**src/rtl/alu_iterative_pkg.sv**
```systemverilog
// Shared definitions for the iterative ALU: operation codes, FSM state
// encoding and small decode helpers used by the unit and its interface.
package alu_iterative_pkg;

    // Operation code width and encodings produced by alu_control.
    localparam int ALU_CONTROL_WIDTH = 4;

    typedef logic [ALU_CONTROL_WIDTH-1:0] alu_ctl_t;

    localparam alu_ctl_t ALU_ADD  = 4'd0;
    localparam alu_ctl_t ALU_SUB  = 4'd1;
    localparam alu_ctl_t ALU_XOR  = 4'd2;
    localparam alu_ctl_t ALU_OR   = 4'd3;
    localparam alu_ctl_t ALU_AND  = 4'd4;
    localparam alu_ctl_t ALU_LT   = 4'd5;
    localparam alu_ctl_t ALU_SLL  = 4'd6;
    localparam alu_ctl_t ALU_SRL  = 4'd7;
    localparam alu_ctl_t ALU_NULL = 4'd8;   // jal: no computation, result 0
    // Codes 9..15 are undefined and flagged as illegal.

    // FSM state encoding.
    localparam int ALU_ST_WIDTH = 2;

    typedef enum logic [ALU_ST_WIDTH-1:0] {
        ALU_ST_IDLE  = 2'd0,
        ALU_ST_SHIFT = 2'd1,
        ALU_ST_DONE  = 2'd2
    } alu_state_t;

    // True for the two operations that iterate in the SHIFT state.
    function automatic logic is_shift_op(input alu_ctl_t ctl);
        return (ctl == ALU_SLL) || (ctl == ALU_SRL);
    endfunction

endpackage

```
**src/rtl/alu_iterative_if.sv**
```systemverilog
// Operand/result bus of the iterative ALU: one valid/ready channel for the
// request (operands + op code) and one for the response (result + flags).
interface alu_iterative_if
    import alu_iterative_pkg::*;
#(
    parameter int XLEN = 32
);
    logic            in_valid;
    logic            in_ready;
    alu_ctl_t        alu_ctl;
    logic [XLEN-1:0] op_a;
    logic [XLEN-1:0] op_b;
    logic            out_valid;
    logic            out_ready;
    logic [XLEN-1:0] result;
    logic            zero;
    logic            illegal;

    // Producer of operations and consumer of results (ID/EX side).
    modport master (
        output in_valid, alu_ctl, op_a, op_b, out_ready,
        input  in_ready, out_valid, result, zero, illegal
    );

    // The execution unit itself.
    modport slave (
        input  in_valid, alu_ctl, op_a, op_b, out_ready,
        output in_ready, out_valid, result, zero, illegal
    );
endinterface

```
**src/rtl/alu_shift_step.sv**
```systemverilog
// Combinational step shifter: shifts data left or right (zero fill) by an
// amount no larger than SHIFT_STEP. Only log2(SHIFT_STEP)+1 mux stages are
// built, so with small steps this stays far cheaper than a barrel shifter.
module alu_shift_step #(
    parameter int XLEN       = 32,
    parameter int SHIFT_STEP = 1,
    parameter int AW         = $clog2(SHIFT_STEP) + 1
) (
    input  logic [XLEN-1:0] data_in,
    input  logic            shift_left,
    input  logic [AW-1:0]   amount,
    output logic [XLEN-1:0] data_out
);

    // stage[gi] is the data after the first gi amount bits were applied.
    logic [AW:0][XLEN-1:0] stage;

    assign stage[0] = data_in;

    genvar gi;
    generate
        for (gi = 0; gi < AW; gi++) begin : g_stage
            localparam int DIST = 1 << gi;
            if (DIST >= XLEN) begin : g_flush
                // A full-width shift clears everything in either direction.
                assign stage[gi+1] = amount[gi] ? '0 : stage[gi];
            end else begin : g_shift
                assign stage[gi+1] = amount[gi]
                                   ? (shift_left ? (stage[gi] << DIST) : (stage[gi] >> DIST))
                                   : stage[gi];
            end
        end
    endgenerate

    assign data_out = stage[AW];

endmodule

```
**src/rtl/alu_iterative.sv**
```systemverilog
// Iterative ALU: single-cycle add/sub/logic/compare, multi-cycle SLL/SRL
// that advance SHIFT_STEP bits per cycle. Valid/ready on both sides; the
// result registers hold steady while the consumer stalls.
module alu_iterative
    import alu_iterative_pkg::*;
#(
    parameter int XLEN       = 32,
    parameter int SHIFT_STEP = 1
) (
    input  logic          clk,
    input  logic          rst_n,
    alu_iterative_if.slave bus
);

    // Remaining-count width covers shamt (5 bits) and SHIFT_STEP itself.
    localparam int RW = $clog2(XLEN) + 1;
    // Step amount width fed to the step shifter (0..SHIFT_STEP).
    localparam int AW = $clog2(SHIFT_STEP) + 1;

    alu_state_t      state_reg, state_next;
    logic [XLEN-1:0] shift_data_reg, shift_data_next;
    logic [RW-1:0]   remaining_reg, remaining_next;
    logic            shift_left_reg, shift_left_next;
    logic [XLEN-1:0] result_reg, result_next;
    logic            zero_reg, zero_next;
    logic            illegal_reg, illegal_next;

    logic            in_ready;
    logic            accept;
    logic [RW-1:0]   shamt_in;
    logic [AW-1:0]   step_amt;
    logic [XLEN-1:0] stepped_data;
    logic [XLEN-1:0] single_result;
    logic            single_illegal;

    // A new op can enter when idle, or when the held result leaves this cycle.
    assign in_ready = (state_reg == ALU_ST_IDLE) ||
                      ((state_reg == ALU_ST_DONE) && bus.out_ready);
    assign accept   = bus.in_valid && in_ready;
    assign shamt_in = RW'(bus.op_b[4:0]);

    // Per-cycle shift distance: a full step, or whatever is left if smaller.
    always_comb begin
        step_amt = '0;
        if (remaining_reg >= RW'(SHIFT_STEP)) begin
            step_amt = AW'(SHIFT_STEP);
        end else begin
            step_amt = remaining_reg[AW-1:0];
        end
    end

    alu_shift_step #(
        .XLEN       (XLEN),
        .SHIFT_STEP (SHIFT_STEP),
        .AW         (AW)
    ) u_shift_step (
        .data_in    (shift_data_reg),
        .shift_left (shift_left_reg),
        .amount     (step_amt),
        .data_out   (stepped_data)
    );

    // Result of every op that finishes at the accept edge.
    always_comb begin
        single_result  = '0;
        single_illegal = 1'b0;
        case (bus.alu_ctl)
            ALU_ADD:  single_result = bus.op_a + bus.op_b;
            ALU_SUB:  single_result = bus.op_a - bus.op_b;
            ALU_XOR:  single_result = bus.op_a ^ bus.op_b;
            ALU_OR:   single_result = bus.op_a | bus.op_b;
            ALU_AND:  single_result = bus.op_a & bus.op_b;
            ALU_LT:   single_result = {{(XLEN-1){1'b0}},
                                       ($signed(bus.op_a) < $signed(bus.op_b))};
            // Only reached with shamt == 0: the operand passes through.
            ALU_SLL,
            ALU_SRL:  single_result = bus.op_a;
            ALU_NULL: single_result = '0;
            default:  single_illegal = 1'b1;
        endcase
    end

    // Next-state, shift datapath and output register updates.
    always_comb begin
        state_next      = state_reg;
        shift_data_next = shift_data_reg;
        remaining_next  = remaining_reg;
        shift_left_next = shift_left_reg;
        result_next     = result_reg;
        zero_next       = zero_reg;
        illegal_next    = illegal_reg;

        case (state_reg)
            ALU_ST_IDLE,
            ALU_ST_DONE: begin
                if (accept) begin
                    if (is_shift_op(bus.alu_ctl) && (shamt_in != '0)) begin
                        state_next      = ALU_ST_SHIFT;
                        shift_data_next = bus.op_a;
                        remaining_next  = shamt_in;
                        shift_left_next = (bus.alu_ctl == ALU_SLL);
                    end else begin
                        state_next   = ALU_ST_DONE;
                        result_next  = single_result;
                        zero_next    = (single_result == '0);
                        illegal_next = single_illegal;
                    end
                end else if ((state_reg == ALU_ST_DONE) && bus.out_ready) begin
                    state_next = ALU_ST_IDLE;
                end
            end

            ALU_ST_SHIFT: begin
                shift_data_next = stepped_data;
                remaining_next  = remaining_reg - RW'(step_amt);
                if (remaining_next == '0) begin
                    state_next   = ALU_ST_DONE;
                    result_next  = stepped_data;
                    zero_next    = (stepped_data == '0);
                    illegal_next = 1'b0;
                end
            end

            default: begin
                state_next = ALU_ST_IDLE;
            end
        endcase
    end

    // State and datapath registers; reset drops any op in flight.
    always_ff @(posedge clk) begin
        if (!rst_n) begin
            state_reg      <= ALU_ST_IDLE;
            shift_data_reg <= '0;
            remaining_reg  <= '0;
            shift_left_reg <= 1'b0;
            result_reg     <= '0;
            zero_reg       <= 1'b0;
            illegal_reg    <= 1'b0;
        end else begin
            state_reg      <= state_next;
            shift_data_reg <= shift_data_next;
            remaining_reg  <= remaining_next;
            shift_left_reg <= shift_left_next;
            result_reg     <= result_next;
            zero_reg       <= zero_next;
            illegal_reg    <= illegal_next;
        end
    end

    assign bus.in_ready  = in_ready;
    assign bus.out_valid = (state_reg == ALU_ST_DONE);
    assign bus.result    = result_reg;
    assign bus.zero      = zero_reg;
    assign bus.illegal   = illegal_reg;

endmodule

```
**src/flat_wrapper.sv**
```systemverilog
// flat-port wrapper written by rule: the top's interface ports become plain ports
module alu_iterative_flat import alu_iterative_pkg::*;
#(
    parameter int XLEN       = 32,
    parameter int SHIFT_STEP = 1
)
  (clk, rst_n, bus_in_valid, bus_alu_ctl, bus_op_a, bus_op_b, bus_out_ready, bus_in_ready, bus_out_valid, bus_result, bus_zero, bus_illegal);
  alu_iterative_if #(.XLEN(XLEN)) bus_i ();
  input  logic clk;
  input  logic rst_n;
  input wire logic [$bits(bus_i.in_valid)-1:0] bus_in_valid;
  input wire logic [$bits(bus_i.alu_ctl)-1:0] bus_alu_ctl;
  input wire logic [$bits(bus_i.op_a)-1:0] bus_op_a;
  input wire logic [$bits(bus_i.op_b)-1:0] bus_op_b;
  input wire logic [$bits(bus_i.out_ready)-1:0] bus_out_ready;
  output wire logic [$bits(bus_i.in_ready)-1:0] bus_in_ready;
  output wire logic [$bits(bus_i.out_valid)-1:0] bus_out_valid;
  output wire logic [$bits(bus_i.result)-1:0] bus_result;
  output wire logic [$bits(bus_i.zero)-1:0] bus_zero;
  output wire logic [$bits(bus_i.illegal)-1:0] bus_illegal;
  assign bus_i.in_valid = bus_in_valid;
  assign bus_i.alu_ctl = bus_alu_ctl;
  assign bus_i.op_a = bus_op_a;
  assign bus_i.op_b = bus_op_b;
  assign bus_i.out_ready = bus_out_ready;
  assign bus_in_ready = bus_i.in_ready;
  assign bus_out_valid = bus_i.out_valid;
  assign bus_result = bus_i.result;
  assign bus_zero = bus_i.zero;
  assign bus_illegal = bus_i.illegal;
  alu_iterative #(.XLEN(XLEN), .SHIFT_STEP(SHIFT_STEP)) u_core (.clk(clk), .rst_n(rst_n), .bus(bus_i));
endmodule
```
**config.mk**
```make
export PLATFORM = sky130hd
export DESIGN_NAME = alu_iterative_flat
export DESIGN_NICKNAME = d
export VERILOG_FILES = /design/src/rtl/alu_iterative_pkg.sv /design/src/rtl/alu_iterative_if.sv /design/src/rtl/alu_shift_step.sv /design/src/rtl/alu_iterative.sv /design/src/flat_wrapper.sv
export SDC_FILE = /design/constraint.sdc
export NUM_CORES = 1
export LEC_CHECK = 0
export BUFFER_PORTS_ARGS = -buffer_cell sky130_fd_sc_hd__buf_2
export CAP_MARGIN = 10
export CORE_UTILIZATION = 62
export CTS_CLUSTER_DIAMETER = 200
export DETAILED_ROUTE_END_ITERATION = 8
export PLACE_DENSITY = 0.89
export SYNTH_ARGS = -nofsm -noshare
export SYNTH_HDL_FRONTEND = slang
export SYNTH_HIERARCHICAL = 1
export SYNTH_SLANG_ARGS = --single-unit
export TNS_END_PERCENT = 20
```
**constraint.sdc**
```tcl
create_clock -name clk -period 4.6 [get_ports clk]
set_input_delay 0.46 -clock clk [delete_from_list [all_inputs] [get_ports clk]]
set_output_delay 0.46 -clock clk [all_outputs]
set_load 0.01 [all_outputs]
```
==> Word level (Yosys, flattened, before mapping) <==
Index checks and enable logic that the tools add are counted.
W data, S select, Z words.
{ "totals": {"ff_bits": 75, "inputBits": 72, "out_inout_bits": 36, "wordCells": 77} }
{ "op_classes": {"add_sub_neg": 3, "n_lt_le_gt_ge": 2, "n_eq_ne": 15, "muxes": 28, "bitwise": 3, "reduce_logical": 19} }
{ "op_table": {"columns": ["operator", "count"], "rows": [
  ["$mux W32", 7],
  ["$pmux W32 S7", 1],
  ["$pmux W32 S2", 2],
  ["$logic_not A32 Y1", 2],
  ["$add A32 B32 Y32", 1],
  ["$and A32 B32 Y32", 1],
  ["$lt A32 B32 Y1", 1],
  ["$or A32 B32 Y32", 1],
  ["$sub A32 B32 Y32", 1],
  ["$xor A32 B32 Y32", 1],
  ["$eq A4 B3 Y1 const B", 4],
  ["$mux W6", 2],
  ["$pmux W6 S2", 1],
  ["$reduce_or A9 Y1", 1],
  ["$eq A4 B2 Y1 const B", 2],
  ["$mux W1", 8],
  ["$mux W2", 4],
  ["$ge A6 B1 Y1 const B", 1],
  ["$logic_not A6 Y1", 1],
  ["$ne A2 B1 Y1 const B", 3],
  ["$reduce_and A3 Y1", 2],
  ["$reduce_bool A6 Y1", 1],
  ["$sub A6 B1 Y6", 1],
  ["$eq A4 B1 Y1 const B", 1],
  ["other kinds (15)", 20]
]} }

==> Depth between registers and ports, before layout <==
{ "depth": {"word_depth": 7, "depth_mapped": 16, "ltp_nobuf": 16} }

==> Hierarchy <==
Netlist, hierarchy kept.
{ "modules_own_cells": {"columns": ["module", "n_inst", "cells_each", "area_per_inst_um2", "seq_area_each_um2"], "rows": [
  ["alu_iterative", 1, 1342, 9411.5, 1501.4],
  ["alu_shift_step", 1, 107, 699.4, 0.0]
]} }

==> Worst setup path after synthesis <==
Ideal clock, no wire load.
{ "synth_timing": {"path_kind": "input port to flip-flop", "startpoint": "input port bus_op_a[0]", "endpoint": "register u_core.zero_reg, in the netlist u_core/bus.zero", "setup_ns": 0.059, "arrival_ns": 3.566, "required_time_ns": 4.541, "path_slack_ns": 0.974, "stages": 13, "n_path_buf": 0, "cell_sequence": "ha_1 > fa_1 > a211oi_1 > nor3_1 > a211oi_1 > o21ai_0 > or4_1 > nor4_1 > nand4_1 > nor4b_2 > nand4_1 > nor4_2 > a32o_2"} }
{ "synth_via": {"elab_chain_cells": 6, "word_cells_on_any_way": 11, "classes_between": "add/sub: 2; order compare: 1; mux: 4; bitwise: 3; reduce/logical: 1"} }
{ "synth_lines": {"columns": ["item", "line", "source"], "rows": [
  ["from (decl)", "flat_wrapper.sv:13", "input wire logic [$bits(bus_i.op_a)-1:0] bus_op_a;"],
  ["$sub A32 B32 Y32 (tied with other cells)", "alu_iterative.sv:69", "ALU_SUB: single_result = bus.op_a - bus.op_b;"],
  ["$pmux W32 S7 (*)", "alu_iterative.sv:67", "case (bus.alu_ctl)"],
  ["$logic_not A32 Y1 (*)", "alu_iterative.sv:105", "zero_next = (single_result == '0);"],
  ["$mux W1 (*)", "alu_iterative.sv:97", "if (is_shift_op(bus.alu_ctl) && (shamt_in != '0)) begin"],
  ["$mux W1 (*)", "alu_iterative.sv:96", "if (accept) begin"],
  ["$pmux W1 S2 (*)", "alu_iterative.sv:93", "case (state_reg)"],
  ["to (signal assigned)", "alu_iterative.sv:146", "zero_reg <= zero_next;"],
  ["to (decl)", "alu_iterative.sv:25", "logic zero_reg, zero_next;"]
]} }
Every way passes the cells marked *; elsewhere a longest branch is shown, timed or not. The select of a mux whose other input is x is not followed.
A chain may end at the register's enable or synchronous reset.

==> Final worst setup path <==
{ "layout_timing": {"startpoint": "register u_core.remaining_reg[2]", "endpoint": "register u_core.zero_reg, in the netlist u_core/bus.zero"} }
{ "layout_via": {"elab_chain_cells": 6, "word_cells_on_any_way": 10, "classes_between": "add/sub: 1; order compare: 1; eq/ne: 1; mux: 4; reduce/logical: 3"} }
{ "layout_lines": {"columns": ["item", "line", "source"], "rows": [
  ["from (decl)", "alu_iterative.sv:22", "logic [RW-1:0] remaining_reg, remaining_next;"],
  ["from (signal assigned)", "alu_iterative.sv:143", "remaining_reg <= remaining_next;"],
  ["$ge A6 B1 Y1", "alu_iterative.sv:45", "if (remaining_reg >= RW'(SHIFT_STEP)) begin"],
  ["$mux W1", "alu_iterative.sv:45", null],
  ["$sub A6 B1 Y6 / $mux W32 (equally long branches)", "alu_iterative.sv:115, alu_shift_step.sv:29", null],
  ["$logic_not A6 Y1 / $logic_not A32 Y1 (equally long branches)", "alu_iterative.sv:116, alu_iterative.sv:119", null],
  ["$ne A2 B1 Y1 (no line) / $mux W1 (equally long branches)", null, null],
  ["$reduce_and A4 Y1 (no line) / $pmux W1 S2 (equally long branches)", null, null]
]} }
Parallel ways exist; a longest one is shown, timed or not. The select of a mux whose other input is x is not followed.

==> qor.csv <==
stage,metric,value,unit
logic_synthesis,mapped cell area,10100,sq um
final_layout,# nets final,1691,
global_route,GRT overflow,0,
logic_synthesis,Post-synth top cells,"nor2_1, a21oi_1, nand2_1",
logic_synthesis,Netlist cell types,83,
sta,Slew HR,17.4,%
logic_synthesis,synthesized flop and latch total,75,
placement,number of port buffers,107,
clocking,"CTS clk-pin slew, worst paths",0.06,ns
sta,clock period minus worst slack,4.28,ns
sta,final setup vio count,0,
logic_synthesis,ys flop type,dfxtp_1,
global_route,first-pass GRT wire length,58.6,mm
logic_synthesis,Post-synth EDFFs,0,
worst_setup_path,Worst path slowest cell,or4_1,
final_layout,share of layout cells above drive strength 1,12.5,%
clocking,CTS Buf Count,9,
final_layout,FILL cells,1406,
logic_synthesis,sequential area share after synthesis,14.8,%
worst_setup_path,worst reg2reg path startpoint,u_core/remaining_reg[2]$_SDFFE_PN0P_,
drt,antenna-violating nets left,0,
worst_setup_path,CP startpoint kind,register,
sta,Fmax achieved,234,MHz
floorplan,die area,16800,sq um
clocking,PostCTS Resize Cnt,0,
sta,Worst Clk Skew,0.00496,ns
logic_synthesis,top-count cell post-synth,nor2_1,
logic_synthesis,Avg Inst Size Synth,6.98,sq um
flow_run,Max Cap Violations,0,
worst_setup_path,worst path bufs/invs,0,
drt,DRT iter0 DRCs,1885,
global_route,total track usage,45.0,%
worst_setup_path,CP arrival,4.57,ns
final_layout,area delta synth->final,9.59,%
run_status,outcome,completed,
floorplan,Core Footprint,15900,sq um
floorplan,Die H,130,microns
global_route,largest net degree at the start of global routing,91,
floorplan,Rows,46,
sta,setup TNS,0,ns
placement,Routability Congestion,1.06,
worst_setup_path,Worst Setup End Kind,register,
hold_path,Worst Min Path Start,bus_op_a[26],
final_layout,antenna cells,0,
clocking,clock buffer depth,2,
global_route,vias in the first global route,10857,
worst_setup_path,critical path type,register to register,
sta,Worst Hold Slack,0.449,ns
final_layout,post-route cell area,11100,sq um
clocking,clock root cell,clkbuf_16,
logic_synthesis,Area contributors post-synth,"dfxtp_1, ha_1, a21oi_1",
floorplan,Die W,130,microns
logic_synthesis,Synthesized Nets,1637,
sta,RSZ-0062 raised after global routing,no,
worst_setup_path,critical path's top delay family,simple AND/OR/NAND/NOR gates,
floorplan,# IOs,108,
drt,via count,12180,
power,maximum VDD drop,254,uV
final_layout,Layout Utilization,69.8,%
sta,Final Cycle Share,93.1,%
worst_setup_path,worst path cell trace,nor2_1 > nor4b_1 > nor2b_1 > nor2_1 > ha_1 > nor3_1 > o21ai_0 > a211oi_2 > nor3_1 > or4_1 > nor4_1 > nand4_1 > nor4b_2 > nand4_1 > nor4_2 > a32o_2,
clocking,CTS tree,done,
hold_path,hold path endpoint,u_core/shift_data_reg[26]$_SDFFE_PN0P_,
sta,fin. max-slew vios,0,
clocking,CTS sink cnt,75,
drt,Total Wirelength,38.4,mm
placement,hpwl dp,28.9,mm
drt,drt first pass iters,6,
clocking,hold bufs inserted after CTS,0,
power,P_leak,4.75,nW
placement,placed inst area,10800,sq um
clocking,worst skew pair latency,0.34,ns
worst_setup_path,RR Endpoint,u_core/bus.zero$_SDFFE_PN0P_,
final_layout,Final Non-Filler Cells,1724,
floorplan,Initial Util,63.6,%
global_route,initial antenna violation count,3,
worst_setup_path,reg2reg setup slack,0.32,ns
hold_path,worst hold path class,primary input to register,
worst_setup_path,"slowest stage delay, CP",0.52,ns
worst_setup_path,Worst Path Required,4.89,ns
logic_synthesis,top cell type by total area after synthesis,dfxtp_1,
worst_setup_path,critical path peak fanout,6,
logic_synthesis,top cell type's share of synthesized area,14.8,%
worst_setup_path,r2r worst-path depth,16,
sta,transition time of the tightest slew-check pin,1.24,ns
hold_path,Hold Path Stages,3,
drt,drt wl/cell,22.3,microns
placement,placed cell count,1706,
sta,"Hold Violations, Final",0,
logic_synthesis,Synth warnings,6,
logic_synthesis,Syn Inst Count,1449,
drt,DRC,0,
drt,Vias/cell,7.06,
power,PD cells,238,nW/um^2
clocking,H-tree depth,3,
logic_synthesis,"Async S/R FF share, synth",0,%
## repair_timing
item	4_1_cts	5_1_grt
hold endpoints to repair	0	0
buffers inserted	0	2
setup endpoints to repair	0	1
## worst min-delay path, cell delays in order
cell and delay (ns):
buf_2 0.15, nand2_1 0.06, a31oi_1 0.07
## area by class of cell
type	count	area [sq um]	share of cell area, %
clock buffer	11	233	2.10
clock inverter	5	77.6	0.700
inverter	99	372	3.35
multi-input combinational	1175	7820	70.6
sequential	75	1500	13.6
tap	216	270	2.44
timing repair buffer	143	806	7.27
## cell families after synthesis
family                   count (synthesis)  share of synthesized area (%)
multiplexers                            38                           3.77
adder cells (fa/ha/maj)                116                           14.5
AO/OA/AOI/OAI                          491                           33.4
buffers and inverters                  199                           8.18
AND/OR/NAND/NOR                        521                           24.5
flip-flops                              75                           14.8
XOR/XNOR                                 9                          0.780
## report_power, final
group / total, mW / internal (mW) / switching, mW
clock: 0.742 / 0.473 / 0.269
combinational: 1.18 / 0.410 / 0.770
sequential: 0.720 / 0.688 / 0.0317
total: 2.64 / 1.57 / 1.07
## metrics by stage
stage | worst slack (ns) | total power [mW]
global placement | 0.414 | 1.83
finish | 0.318 | 2.64
CTS | 0.298 | 2.59
floorplan | 0.974 | 1.49
detailed placement | 0.324 | 1.85
global route | 0.00246 | 2.75
## cells in the final DEF (no fill, tap or decap), types with 12 or more instances in the layout
| cell | synthesis | layout |
|---|---|---|
| o21a_1 | 12 | 12 |
| mux2i_1 | 37 | 37 |
| a22oi_1 | 15 | 15 |
| nor3_1 | 28 | 28 |
| a21o_1 | 15 | 15 |
| ha_1 | 114 | 114 |
| inv_1 | 98 | 98 |
| nand2_1 | 135 | 135 |
| a21oi_1 | 150 | 150 |
| and3_1 | 14 | 14 |
| nand2b_1 | 18 | 17 |
| nor2_1 | 183 | 182 |
| a221oi_1 | 18 | 18 |
| o31ai_1 | 15 | 15 |
| buf_2 | 13 | 107 |
| o21ai_0 | 55 | 55 |
| a31oi_1 | 17 | 17 |
| nor2b_1 | 17 | 17 |
| o211ai_1 | 24 | 24 |
| a311oi_1 | 32 | 32 |
| a211oi_1 | 37 | 37 |
| nor4_1 | 18 | 17 |
| nand4_1 | 21 | 21 |
| nand3_1 | 31 | 31 |
| or3_1 | 13 | 13 |
| buf_4 | 2 | 36 |
| dfxtp_1 | 75 | 74 |
## how the worst max path moves through the flow
stage | start | end | slack [ns] | depth (start not counted)
after floorplan | bus_op_a[0] | u_core/bus.zero$_SDFFE_PN0P_ | 0.97 | 13
after global placement | bus_op_a[0] | u_core/bus.zero$_SDFFE_PN0P_ | 0.41 | 14
after detailed placement | bus_op_a[0] | u_core/bus.zero$_SDFFE_PN0P_ | 0.32 | 14
after CTS | u_core/remaining_reg[2]$_SDFFE_PN0P_ | u_core/bus.zero$_SDFFE_PN0P_ | 0.30 | 16
after global routing | u_core/remaining_reg[2]$_SDFFE_PN0P_ | u_core/bus.zero$_SDFFE_PN0P_ | 0.002 | 16
final | u_core/remaining_reg[2]$_SDFFE_PN0P_ | u_core/bus.zero$_SDFFE_PN0P_ | 0.32 | 16
## routing by layer
| metal | share of wire, % | global-route usage (%) | vias up |
|---|---|---|---|
| met5 | 0.16 | 0 | - |
| met4 | 4.7 | 21.9 | 4 |
| met3 | 13 | 13.7 | 190 |
| met2 | 43 | 69.5 | 927 |
| met1 | 39 | 57.0 | 5635 |
| li1 | - | - | 5424 |
Power figures use the tool's default switching activity.
